$ cat src/rtl/booth_radix4_multiplier_pkg.sv
// Shared constants and encodings for the radix-4 Booth multiplier, its controller and bench.
package booth_radix4_multiplier_pkg;

    localparam int unsigned SIZE = 8;

    typedef enum logic [1:0] {
        IDLE,
        CALC,
        DONE
    } state_t;

    typedef enum logic [2:0] {
        ZERO,
        P1,
        P2,
        M1,
        M2
    } sel_t;

    // Group is {Q[1], Q[0], q_m1}
    function automatic sel_t recode_sel(input logic [2:0] grp);
        sel_t sel;
        case (grp)
            3'b001, 3'b010: sel = P1;
            3'b011:         sel = P2;
            3'b100:         sel = M2;
            3'b101, 3'b110: sel = M1;
            default:        sel = ZERO;
        endcase
        return sel;
    endfunction

endpackage

$ cat src/rtl/booth_radix4_multiplier_if.sv
// Start/busy/done handshake and operand/result bus of the Booth multiplier.
interface booth_radix4_multiplier_if
    import booth_radix4_multiplier_pkg::*;
#(
    parameter int unsigned WIDTH = SIZE
);
    logic                 start;
    logic                 signed_mode;
    logic [WIDTH-1:0]     multiplier;
    logic [WIDTH-1:0]     multiplicand;
    logic                 busy;
    logic                 done;
    logic [2*WIDTH-1:0]   result;

    modport master (
        output start, signed_mode, multiplier, multiplicand,
        input  busy, done, result
    );

    modport slave (
        input  start, signed_mode, multiplier, multiplicand,
        output busy, done, result
    );
endinterface

$ cat src/rtl/booth_radix4_recoder.sv
// Radix-4 Booth digit recoder: maps a 3-bit group to the signed addend 0/±M/±2M.
module booth_radix4_recoder
    import booth_radix4_multiplier_pkg::*;
#(
    parameter int unsigned N = SIZE + 2
) (
    input  logic [2:0]   group,
    input  logic [N-1:0] m,
    output logic [N:0]   addend
);
    logic [N:0] m1;
    logic [N:0] m2;

    // M is already sign-extended from WIDTH bits, so 2M fits in N+1 bits
    assign m1 = {m[N-1], m};
    assign m2 = {m, 1'b0};

    always_comb begin
        addend = '0;
        case (recode_sel(group))
            P1:      addend = m1;
            P2:      addend = m2;
            M1:      addend = -m1;
            M2:      addend = -m2;
            default: addend = '0;
        endcase
    end
endmodule

$ cat src/rtl/booth_radix4_multiplier.sv
// Multi-cycle radix-4 Booth multiplier, signed/unsigned per operation, WIDTH/2+1 iterations.
module booth_radix4_multiplier
    import booth_radix4_multiplier_pkg::*;
#(
    parameter int unsigned WIDTH = SIZE
) (
    input  logic                       clk,
    input  logic                       rst,
    booth_radix4_multiplier_if.slave   bus
);
    localparam int unsigned N  = WIDTH + 2;
    localparam int unsigned K  = N / 2;
    localparam int unsigned CW = $clog2(K + 1);

    state_t state;
    state_t state_next;
    logic   accept;

    logic [N-1:0]       m_reg;
    logic [N-1:0]       q_reg;
    logic [N:0]         a_reg;
    logic               q_m1;
    logic [CW-1:0]      cnt;
    logic [2*WIDTH-1:0] result_reg;
    logic               busy_reg;
    logic               done_reg;

    logic [N-1:0]       mcand_ext;
    logic [N-1:0]       mplier_ext;
    logic [N:0]         addend;
    logic [N:0]         a_sum;
    logic [2*N+1:0]     shifted;

    assign mcand_ext  = {{2{bus.signed_mode & bus.multiplicand[WIDTH-1]}}, bus.multiplicand};
    assign mplier_ext = {{2{bus.signed_mode & bus.multiplier[WIDTH-1]}}, bus.multiplier};

    booth_radix4_recoder #(.N(N)) u_recoder (
        .group  ({q_reg[1:0], q_m1}),
        .m      (m_reg),
        .addend (addend)
    );

    assign a_sum   = a_reg + addend;
    assign shifted = $signed({a_sum, q_reg, q_m1}) >>> 2;

    always_ff @(posedge clk or negedge rst) begin
        if (!rst) state <= IDLE;
        else      state <= state_next;
    end

    always_comb begin
        state_next = state;
        accept     = 1'b0;
        case (state)
            IDLE: begin
                if (bus.start) begin
                    accept     = 1'b1;
                    state_next = CALC;
                end
            end
            CALC: begin
                if (cnt == CW'(1)) state_next = DONE;
            end
            DONE: begin
                accept     = bus.start;
                state_next = bus.start ? CALC : IDLE;
            end
            default: state_next = IDLE;
        endcase
    end

    always_ff @(posedge clk or negedge rst) begin
        if (!rst) begin
            m_reg      <= '0;
            q_reg      <= '0;
            a_reg      <= '0;
            q_m1       <= 1'b0;
            cnt        <= '0;
            result_reg <= '0;
            busy_reg   <= 1'b0;
            done_reg   <= 1'b0;
        end else begin
            busy_reg <= (state_next == CALC);
            done_reg <= (state_next == DONE);
            if (accept) begin
                m_reg <= mcand_ext;
                q_reg <= mplier_ext;
                a_reg <= '0;
                q_m1  <= 1'b0;
                cnt   <= CW'(K);
            end else if (state == CALC) begin
                a_reg <= shifted[2*N+1:N+1];
                q_reg <= shifted[N:1];
                q_m1  <= shifted[0];
                cnt   <= cnt - CW'(1);
                // Product is taken from the post-shift {A,Q} of the final iteration
                if (cnt == CW'(1)) result_reg <= shifted[2*WIDTH:1];
            end
        end
    end

    assign bus.busy   = busy_reg;
    assign bus.done   = done_reg;
    assign bus.result = result_reg;
endmodule

$ cat src/flat_wrapper.sv
// flat-port wrapper written by rule: the top's interface ports become plain ports
module booth_radix4_multiplier_flat import booth_radix4_multiplier_pkg::*;
#(
    parameter int unsigned WIDTH = SIZE
)
  (clk, rst, bus_start, bus_signed_mode, bus_multiplier, bus_multiplicand, bus_busy, bus_done, bus_result);
  booth_radix4_multiplier_if #(.WIDTH(WIDTH)) bus_i ();
  input  logic clk;
  input  logic rst;
  input wire logic [$bits(bus_i.start)-1:0] bus_start;
  input wire logic [$bits(bus_i.signed_mode)-1:0] bus_signed_mode;
  input wire logic [$bits(bus_i.multiplier)-1:0] bus_multiplier;
  input wire logic [$bits(bus_i.multiplicand)-1:0] bus_multiplicand;
  output wire logic [$bits(bus_i.busy)-1:0] bus_busy;
  output wire logic [$bits(bus_i.done)-1:0] bus_done;
  output wire logic [$bits(bus_i.result)-1:0] bus_result;
  assign bus_i.start = bus_start;
  assign bus_i.signed_mode = bus_signed_mode;
  assign bus_i.multiplier = bus_multiplier;
  assign bus_i.multiplicand = bus_multiplicand;
  assign bus_busy = bus_i.busy;
  assign bus_done = bus_i.done;
  assign bus_result = bus_i.result;
  booth_radix4_multiplier #(.WIDTH(WIDTH)) u_core (.clk(clk), .rst(rst), .bus(bus_i));
endmodule
$ cat config.mk
export PLATFORM = sky130hd
export DESIGN_NAME = booth_radix4_multiplier_flat
export DESIGN_NICKNAME = d
export VERILOG_FILES = /design/src/rtl/booth_radix4_multiplier_pkg.sv /design/src/rtl/booth_radix4_multiplier_if.sv /design/src/rtl/booth_radix4_recoder.sv /design/src/rtl/booth_radix4_multiplier.sv /design/src/flat_wrapper.sv
export SDC_FILE = /design/constraint.sdc
export NUM_CORES = 1
export LEC_CHECK = 0
export BUFFER_PORTS_ARGS = -buffer_cell sky130_fd_sc_hd__buf_2
export CAP_MARGIN = 20
export CORE_UTILIZATION = 58
export DETAILED_ROUTE_END_ITERATION = 8
export GPL_TIMING_DRIVEN = 0
export PLACE_DENSITY = 0.8
export SYNTH_ARGS = -nofsm -noshare
export SYNTH_HDL_FRONTEND = slang
export SYNTH_SLANG_ARGS = --single-unit
$ cat constraint.sdc
create_clock -name clk -period 4.8 [get_ports clk]
set_input_delay 0.48 -clock clk [delete_from_list [all_inputs] [get_ports clk]]
set_output_delay 0.48 -clock clk [all_outputs]
set_load 0.03 [all_outputs]
Yosys cells after proc, flatten, opt, wreduce, memory -nomap -nowiden. Cells that the tools add are included.

Register bits: 54. Bits of input ports: 20. Output and inout bits: 18. Word-level logic and storage cells: 52.

$add $sub $neg: 4. Equality and inequality tests: 15. Mux-type cells: 16. Bitwise operators: 3. Reductions and logical operators: 5.

Operators with widths (number): $pmux 11 s4 (1); $mux 11 (2); $neg 11->11 (2); $mux 10 (2); $eq 3x2->1 const B (4); $eq 3x3->1 const B (4); $pmux 3 s4 (1); $add 11x11->11 (1); $eq 3x1->1 const B (3); $mux 3 (2); $pmux 2 s3 (1); $eq 2x1->1 const B (2); $eq 2x2->1 const B (2); $mux 1 (4); $mux 2 (2); $reduce_or 2->1 (2); $reduce_and 3->1 (1); $sub 3x1->3 const B (1); $and 1x1->1 (2); $logic_not 2->1 (1); $pmux 1 s2 (1); $reduce_bool 2->1 (1); $not 1->1 (1).

Logic depth before layout (Yosys ltp). Gate-level depths: netlist (run 1).

Word-level depth: 8. Depth in mapped cells: 15. Mapped depth without buffers: 15.

Cells and area by module. Synthesis (run 1) repeated with hierarchy kept, for this count alone.

Cell total of the unflattened synthesis: 346. Area, all modules: 3040.4 um^2.

Modules (own cells, without submodules): booth_radix4_multiplier (times used 1, cells each 254, area an instance 2421.1 um^2, sequential area each 1301.2 um^2); booth_radix4_recoder (times used 1, cells each 92, area an instance 619.3 um^2, sequential area each 0.0 um^2).

Worst setup path before layout (run 1). OpenSTA, ideal clock, no wires.

Kind: register to register. Start: reg u_core.m_reg[0]. End: reg u_core.a_reg[9]. Setup time: 0.078 ns. Data arrival time: 3.305 ns. Required time: 4.722 ns. Path slack: 1.417 ns. Cell stages (with the launch flop): 16. Path buffers: 0. Clock period less this slack: 3.383 ns. Cell sequence: dfrtp_1 inv_1 ha_1 nor4b_2 and2b_1 xnor2_1 mux2_2 a22oi_1 a21oi_1 ha_1 a2111oi_0 o21ai_0 a41o_1 a31o_1 a211oi_1 o21bai_1.

Cells in the longest elaborated chain, start to end: 5. Elaborated cells between the ends (all ways): 6. Those cells by class: add/sub: 3; mux: 3.

RTL lines: start, declared (RTL line booth_radix4_multiplier.sv:19) `logic [N-1:0] m_reg;`; start signal, assigned (RTL line booth_radix4_multiplier.sv:86) `m_reg <= mcand_ext;`; $neg 11->11, on equally long branches (RTL line booth_radix4_recoder.sv:23, booth_radix4_recoder.sv:24); $pmux 11 s4 (*) (RTL line booth_radix4_recoder.sv:20) `case (recode_sel(group))`; $add 11x11->11 (*) (RTL line booth_radix4_multiplier.sv:43) `assign a_sum = a_reg + addend;`; $mux 11 (*) (RTL line booth_radix4_multiplier.sv:91) `end else if (state == CALC) begin`; $mux 11 (*) (RTL line booth_radix4_multiplier.sv:85) `if (accept) begin`; end signal, assigned (RTL line booth_radix4_multiplier.sv:92) `a_reg <= shifted[2*N+1:N+1];`; end, declared (RTL line booth_radix4_multiplier.sv:21) `logic [N:0] a_reg;`.

Mark *: on every way between the ends. The rest lies on a longest branch, timed or not. The select of a mux whose other input is x is not followed. A chain may end at the register's enable or synchronous reset.

Worst setup path after layout (run 1). Same ends and word-level chain as after synthesis.

==> summary.txt, run 1 <==
Run status
  • Status: complete, no violations

Global route
  • Antenna violations before repair: 0
  • First-pass GRT wire length: 11900 um
  • Largest net degree at the start of global routing: 33
  • Vias in the first global route: 2535
  • GR Util All Layers: 0.2830
  • Gr ovfl total: 0

Clocking
  • CTS Buffer Depth: 2
  • Reg clk slew, reported paths: 0.10 ns
  • Post-cts sizing count: 0
  • Root buffer cell: clkbuf_8
  • Number of H-tree levels: 2
  • Hold buffers post-CTS: 0
  • Sink Count: 52
  • Clk_lat worst skew: 0.31 ns
  • CTS tree: built
  • CTS Buf Count: 5
  • Post-CTS setup buffers: 0

Route
  • M1 wire length: around 3300 um
  • Vias: 2730
  • DR WL/cell: ~15 um
  • WL met3: 270 um
  • Avg Vias per Cell: 5.688
  • WL final: 7065 um
  • Routed wl met2: around 3400 um
  • Top sig layer: met4
  • Remaining antenna violation count: 0
  • Drt pass-1 iters: 4
  • 1st-iter DRT viols: about 250
  • Drc violations: 0

Final layout
  • Commonest non-fill, non-tap cells in the layout: nand2_1 (97), dfrtp_1 (52), buf_2 (39), o21ai_0 (32), clkbuf_1 (19)
  • Final Non-Filler Cells: 480
  • Layout cells sized above 1: 0.1317
  • Synth-to-layout area growth: 13.51%
  • N_diodes: 0
  • Final Net Count: 443
  • Commonest non-fill, non-tap cell in the layout: nand2_1
  • Largest register FFs: 16
  • Finished layout cell area: 3480 sq um

Timing
  • Fin. max-slew vios: 0
  • Final worst path period share: 0.8073
  • Unrepaired setup endpoints after global routing: false
  • Fin Setup TNS: 0 ns
  • Endpoints failing setup: 0
  • Fin worst setup slack: 0.9247 ns
  • Fin. Hold Viols: 0
  • Min Tclk post-route: between 3 and 4 ns
  • Slew @ Worst Pin: 0.6548 ns
  • Slew margin rel.: 0.5619
  • Worst Clk Skew: 0.007654 ns
  • Maximum clock frequency: 258.0 MHz

Die
  • Initial Util: 0.6002
  • Die W: 74.70 um
  • Total core area: 5107 sq um
  • Die Y: 74.70 um
  • Die area: 5580 sq um
  • Std-Cell Rows: 26
  • # IOs: 38

Synthesis
  • Yosys reg bits: 52
  • Mapped Nets: roughly 400
  • Seq/Total Area, Yosys: 0.4245
  • Mapped cell area: 3065 sq um
  • Most used flip-flop cell after synthesis: dfrtp_1
  • Yosys cell types: 46
  • Synth Area per Inst: around 8.4 sq um
  • Ys async rst share: 1.000
  • EDFF count, synth: 0
  • Syn Inst Count: about 360
  • Yosys warns: 0

Setup path
  • Critical path endpoint category: flop
  • Reg2reg end: u_core.a_reg[9]
  • Worst r2r src: u_core.m_reg[0]
  • R2R cell count: 15
  • Critical Path Start Type: flop
  • Required @ worst endpoint: around 5.0 ns
  • Worst EP arrival: a little over 4 ns
  • CP Class: flop to flop
  • Crit-path max FO: 5
  • Register-to-register setup slack: between 0.9 and 1 ns

Flow run
  • MaxCap Viol Count: 0

Place
  • PortBufs: 37
  • RD Place Congestion: between 0.9 and 1
  • DP HPWL: 5279 um
  • Dpl cells: 472
  • Pre-CTS WS: between 0.9 and 1 ns
  • Placed inst area: roughly 3400 sq um

Hold path
  • Hold Crit Class: input pin to async pin
-- synth_stat cells, types with 4 or more instances --
master    instances  area (sq um)
nand2_1          97         364.1
a21oi_1          16         80.08
inv_1            14         52.55
nor2b_1           4         25.02
nand2b_1          8         50.05
a31oi_1           7         43.79
a22oi_1           8         60.06
xnor2_1           8         70.07
clkbuf_1         19         71.32
xor2_1            7         61.31
dfrtp_1          52          1301
mux2i_1           4         40.04
nor2_1           18         67.56
a211oi_1          6         45.04
a221oi_1          4         35.03
ha_1             13         162.7
o21ai_0          32         160.2
-- through the flow --
step | utilization | hold WS (ns)
floorplan | - | 0.1844
global placement | 0.6536 | 0.4549
detailed placement | 0.6575 | 0.4576
CTS | 0.6813 | 0.1572
global route | 0.6813 | 0.1682
finish | 0.6813 | 0.1369
-- worst max path at each step --
stage | startpoint | end | slack [ns] | depth (start not counted)
final | u_core.m_reg[0] | u_core.a_reg[9] | 0.92 | 15
after global routing | u_core.m_reg[0] | u_core.a_reg[9] | 0.55 | 15
after CTS | u_core.m_reg[0] | u_core.a_reg[9] | 0.91 | 15
after detailed placement | u_core.m_reg[0] | u_core.a_reg[9] | 0.95 | 15
after global placement | u_core.m_reg[0] | u_core.a_reg[9] | 1.0 | 15
after floorplan | u_core.m_reg[0] | u_core.a_reg[9] | 1.42 | 15
-- area by class of cell --
type / count / area, sq um
clock inverter: 2 / 38.79
fill: 439 / 1628
inverter: 15 / 56.30
clock buffer: 6 / 82.58
sequential: 52 / 1301
multi-input combinational: 275 / 1623
buffer: 22 / 85.08
tap: 70 / 87.58
timing repair buffer: 38 / 205.2
-- kinds of logic (layout without fill, tap and decap cells) --
family / count (synthesis) / in the layout / synth area share
and+or+nand+nor: 143 / 143 / 0.2020
muxes: 7 / 7 / 0.02408
DFF: 52 / 52 / 0.4245
AOI/OAI and AO/OA: 96 / 96 / 0.2008
xor gates and xnor gates: 15 / 15 / 0.04286
buffers and inverters: 37 / 83 / 0.04612
adders and majority gates: 14 / 14 / 0.05959
-- worst max-delay path: stages, from the launching register on --
cell       delay (ns)
dfrtp_1          0.40
inv_1            0.12
ha_1             0.23
nor4b_2          0.44
and2b_1          0.26
xnor2_1          0.07
mux2_2           0.27
a22oi_1          0.13
a21oi_1          0.11
ha_1             0.37
a2111oi_0        0.39
o21ai_0          0.19
a41o_1           0.28
a31o_1           0.20
a211oi_1         0.22
o21bai_1         0.13
-- per-layer routing --
metal | vias to the layer above | GRT usage
li1 | 1339 | -
met1 | 1308 | 0.3864
met2 | 71 | 0.4645
met3 | 12 | 0.04284
met4 | 0 | 0.09434
met5 | - | 0
Power of run 1 is left out: the tool's default activity adds up to more than one toggle a clock period on the data nets, which glitch-free logic cannot reach.
==> run 2: changes to the inputs <==
--- a/config.mk
+++ b/config.mk
@@ -7,10 +7,10 @@
 export LEC_CHECK = 0
 export BUFFER_PORTS_ARGS = -buffer_cell sky130_fd_sc_hd__buf_2
 export CAP_MARGIN = 20
-export CORE_UTILIZATION = 58
+export CORE_UTILIZATION = 52
 export DETAILED_ROUTE_END_ITERATION = 8
 export GPL_TIMING_DRIVEN = 0
-export PLACE_DENSITY = 0.8
+export PLACE_DENSITY = 0.76
 export SYNTH_ARGS = -nofsm -noshare
 export SYNTH_HDL_FRONTEND = slang
 export SYNTH_SLANG_ARGS = --single-unit
==> constraint.sdc (replaced) <==
create_clock -name clk -period 3.3 [get_ports clk]
set_input_delay 0.33 -clock clk [delete_from_list [all_inputs] [get_ports clk]]
set_output_delay 0.33 -clock clk [all_outputs]
set_load 0.03 [all_outputs]
==> run 2 against run 1 <==
  * Critical path depth shrank 1
  * Count of clock-buffer cells in the layout is 1 lower
  * Non-clock buffer count up 5
==> summary.txt, run 2 (synthesized netlist as in run 1, its figures left out) <==
Global route
  • Antenna violations before repair: 0
  • Vias in the first global route: 2600
  • GR Util All Layers: 0.2507
  • Gr ovfl total: 0
  • Largest net degree at the start of global routing: 36
  • First-pass GRT wire length: 12010 um

Hold path
  • Hold Crit Class: input pin to flop
  • Worst hold stages: 3
  • Worst hold start: bus_multiplicand[2]
  • Endpoint, Worst Hold: u_core.m_reg[2]

Route
  • Vias: 2732
  • DR WL/cell: approximately 15 um
  • Avg Vias per Cell: around 5.6
  • Remaining antenna violation count: 0
  • Drt pass-1 iters: 4
  • Drc violations: 0
  • WL final: 7131 um
  • 1st-iter DRT viols: 231

Timing
  • Unrepaired setup endpoints after global routing: false
  • Maximum clock frequency: 320.4 MHz
  • Fin. max-slew vios: 0
  • Fin. Hold Viols: 0
  • Worst Clk Skew: 0.004575 ns
  • Slew @ Worst Pin: 0.7269 ns
  • Min Tclk post-route: 3.121 ns
  • Endpoints failing setup: 0
  • Slew margin rel.: 0.5136
  • Final worst path period share: 0.9457

Setup path
  • Critical path endpoint category: flop
  • Worst EP arrival: between 3 and 4 ns
  • Worst setup path start: u_core.m_reg[2]
  • Worst r2r src: u_core.m_reg[2]
  • Critical Path Start Type: flop
  • Register-to-register setup slack: ~0.18 ns
  • R2R cell count: 14
  • CP Class: flop to flop
  • Required @ worst endpoint: 3.54 ns
  • Reg2reg end: u_core.a_reg[9]
  • Crit-path max FO: 8

Clocking
  • Sink Count: 52
  • CTS Buf Count: 5
  • Number of H-tree levels: 2
  • CTS Buffer Depth: 2
  • Reg clk slew, reported paths: 0.10 ns
  • CTS tree: built
  • Clk_lat worst skew: 0.31 ns
  • Root buffer cell: clkbuf_8

Final layout
  • Finished layout cell area: 3667 sq um
  • Final Net Count: 448
  • Commonest non-fill, non-tap cell in the layout: nand2_1
  • Layout cells sized above 1: 0.1904
  • Commonest non-fill, non-tap cells in the layout: nand2_1 (97), dfrtp_1 (51), buf_2 (38), o21ai_0 (31), nor2_1 (17)
  • N_diodes: 0
  • Final Non-Filler Cells: ~490
  • Largest register FFs: 16
  • Synth-to-layout area growth: 19.63%

Die
  • Die W: 78.78 um
  • Die area: 6206 sq um
  • Total core area: 5608 sq um
  • Die Y: 78.78 um
  • # IOs: 38
  • Std-Cell Rows: 27
  • Initial Util: 0.5466

Place
  • PortBufs: 37
  • Placed inst area: 3369 sq um
  • Dpl cells: 474
  • RD Place Congestion: 0.8966
  • DP HPWL: 5179 um

Run status
  • Status: complete, no violations

Flow run
  • MaxCap Viol Count: 0
run 2: worst max-delay path, cell delays in order (launching register included):
cell,delay [ns]
dfrtp_1,0.36
buf_2,0.18
nor3_2,0.25
and2_4,0.21
nand2b_1,0.12
xor2_1,0.23
a2bb2oi_1,0.19
mux2i_1,0.12
ha_1,0.35
o211ai_1,0.18
nand2_1,0.09
a41o_1,0.26
a31o_1,0.21
a211oi_2,0.17
o21bai_1,0.13
run 2: what timing repair did:
action / 4_1_cts / 5_1_grt
resized for setup: 14 / 10
setup endpoints to repair: 1 / 5
endpoints found under the hold margin: 17 / 0
pin swaps: 3 / 3
hold buffers: 1 / 0
buffers inserted: 7 / 2
run 2: how the worst max path moves through the flow:
| stage | endpoint | depth (start not counted) | slack (ns) |
|---|---|---|---|
| 6_report | u_core.a_reg[9] | 14 | 0.18 |
| 4_1_cts | u_core.a_reg[9] | 15 | 0.001 |
| 5_1_grt | u_core.a_reg[9] | 16 | 0.01 |
| 2_1_floorplan | u_core.a_reg[9] | 15 | 0.03 |
| 3_3_place_gp | u_core.a_reg[9] | 15 | -0.35 |
| 3_5_place_dp | u_core.a_reg[9] | 15 | -0.38 |
run 2: final cells by class:
cell class	instances	area, sq um
sequential	52	1303
multi-input combinational	275	1708
inverter	15	56.30
tap	72	90.09
buffer	17	68.82
fill	496	1941
clock inverter	3	90.09
timing repair buffer	48	282.8
clock buffer	5	68.82
run 2: metrics by stage:
stage / hold WS, ns / setup slack, ns / setup TNS, ns / util
2_1_floorplan: 0.03441 / 0.02537 / 0 / -
3_3_place_gp: 0.4546 / -0.3543 / -0.3543 / 0.5973
3_5_place_dp: 0.2876 / -0.3817 / -0.3817 / 0.6008
4_1_cts: 0.1958 / 0.001178 / 0 / 0.6446
5_1_grt: 0.2186 / 0.01328 / 0 / 0.6539
6_report: 0.1990 / 0.1793 / 0 / 0.6539
run 2: per-layer routing:
| metal | routed length [um] | up-vias | track usage |
|---|---|---|---|
| met1 | 3320 | 1321 | 0.3356 |
| met5 | 0 | - | 0 |
| li1 | - | 1352 | - |
| met2 | 3482 | 51 | 0.4209 |
| met3 | 228 | 8 | 0.03448 |
| met4 | 99 | 0 | 0.07778 |
Power of run 2 is left out for the same reason.
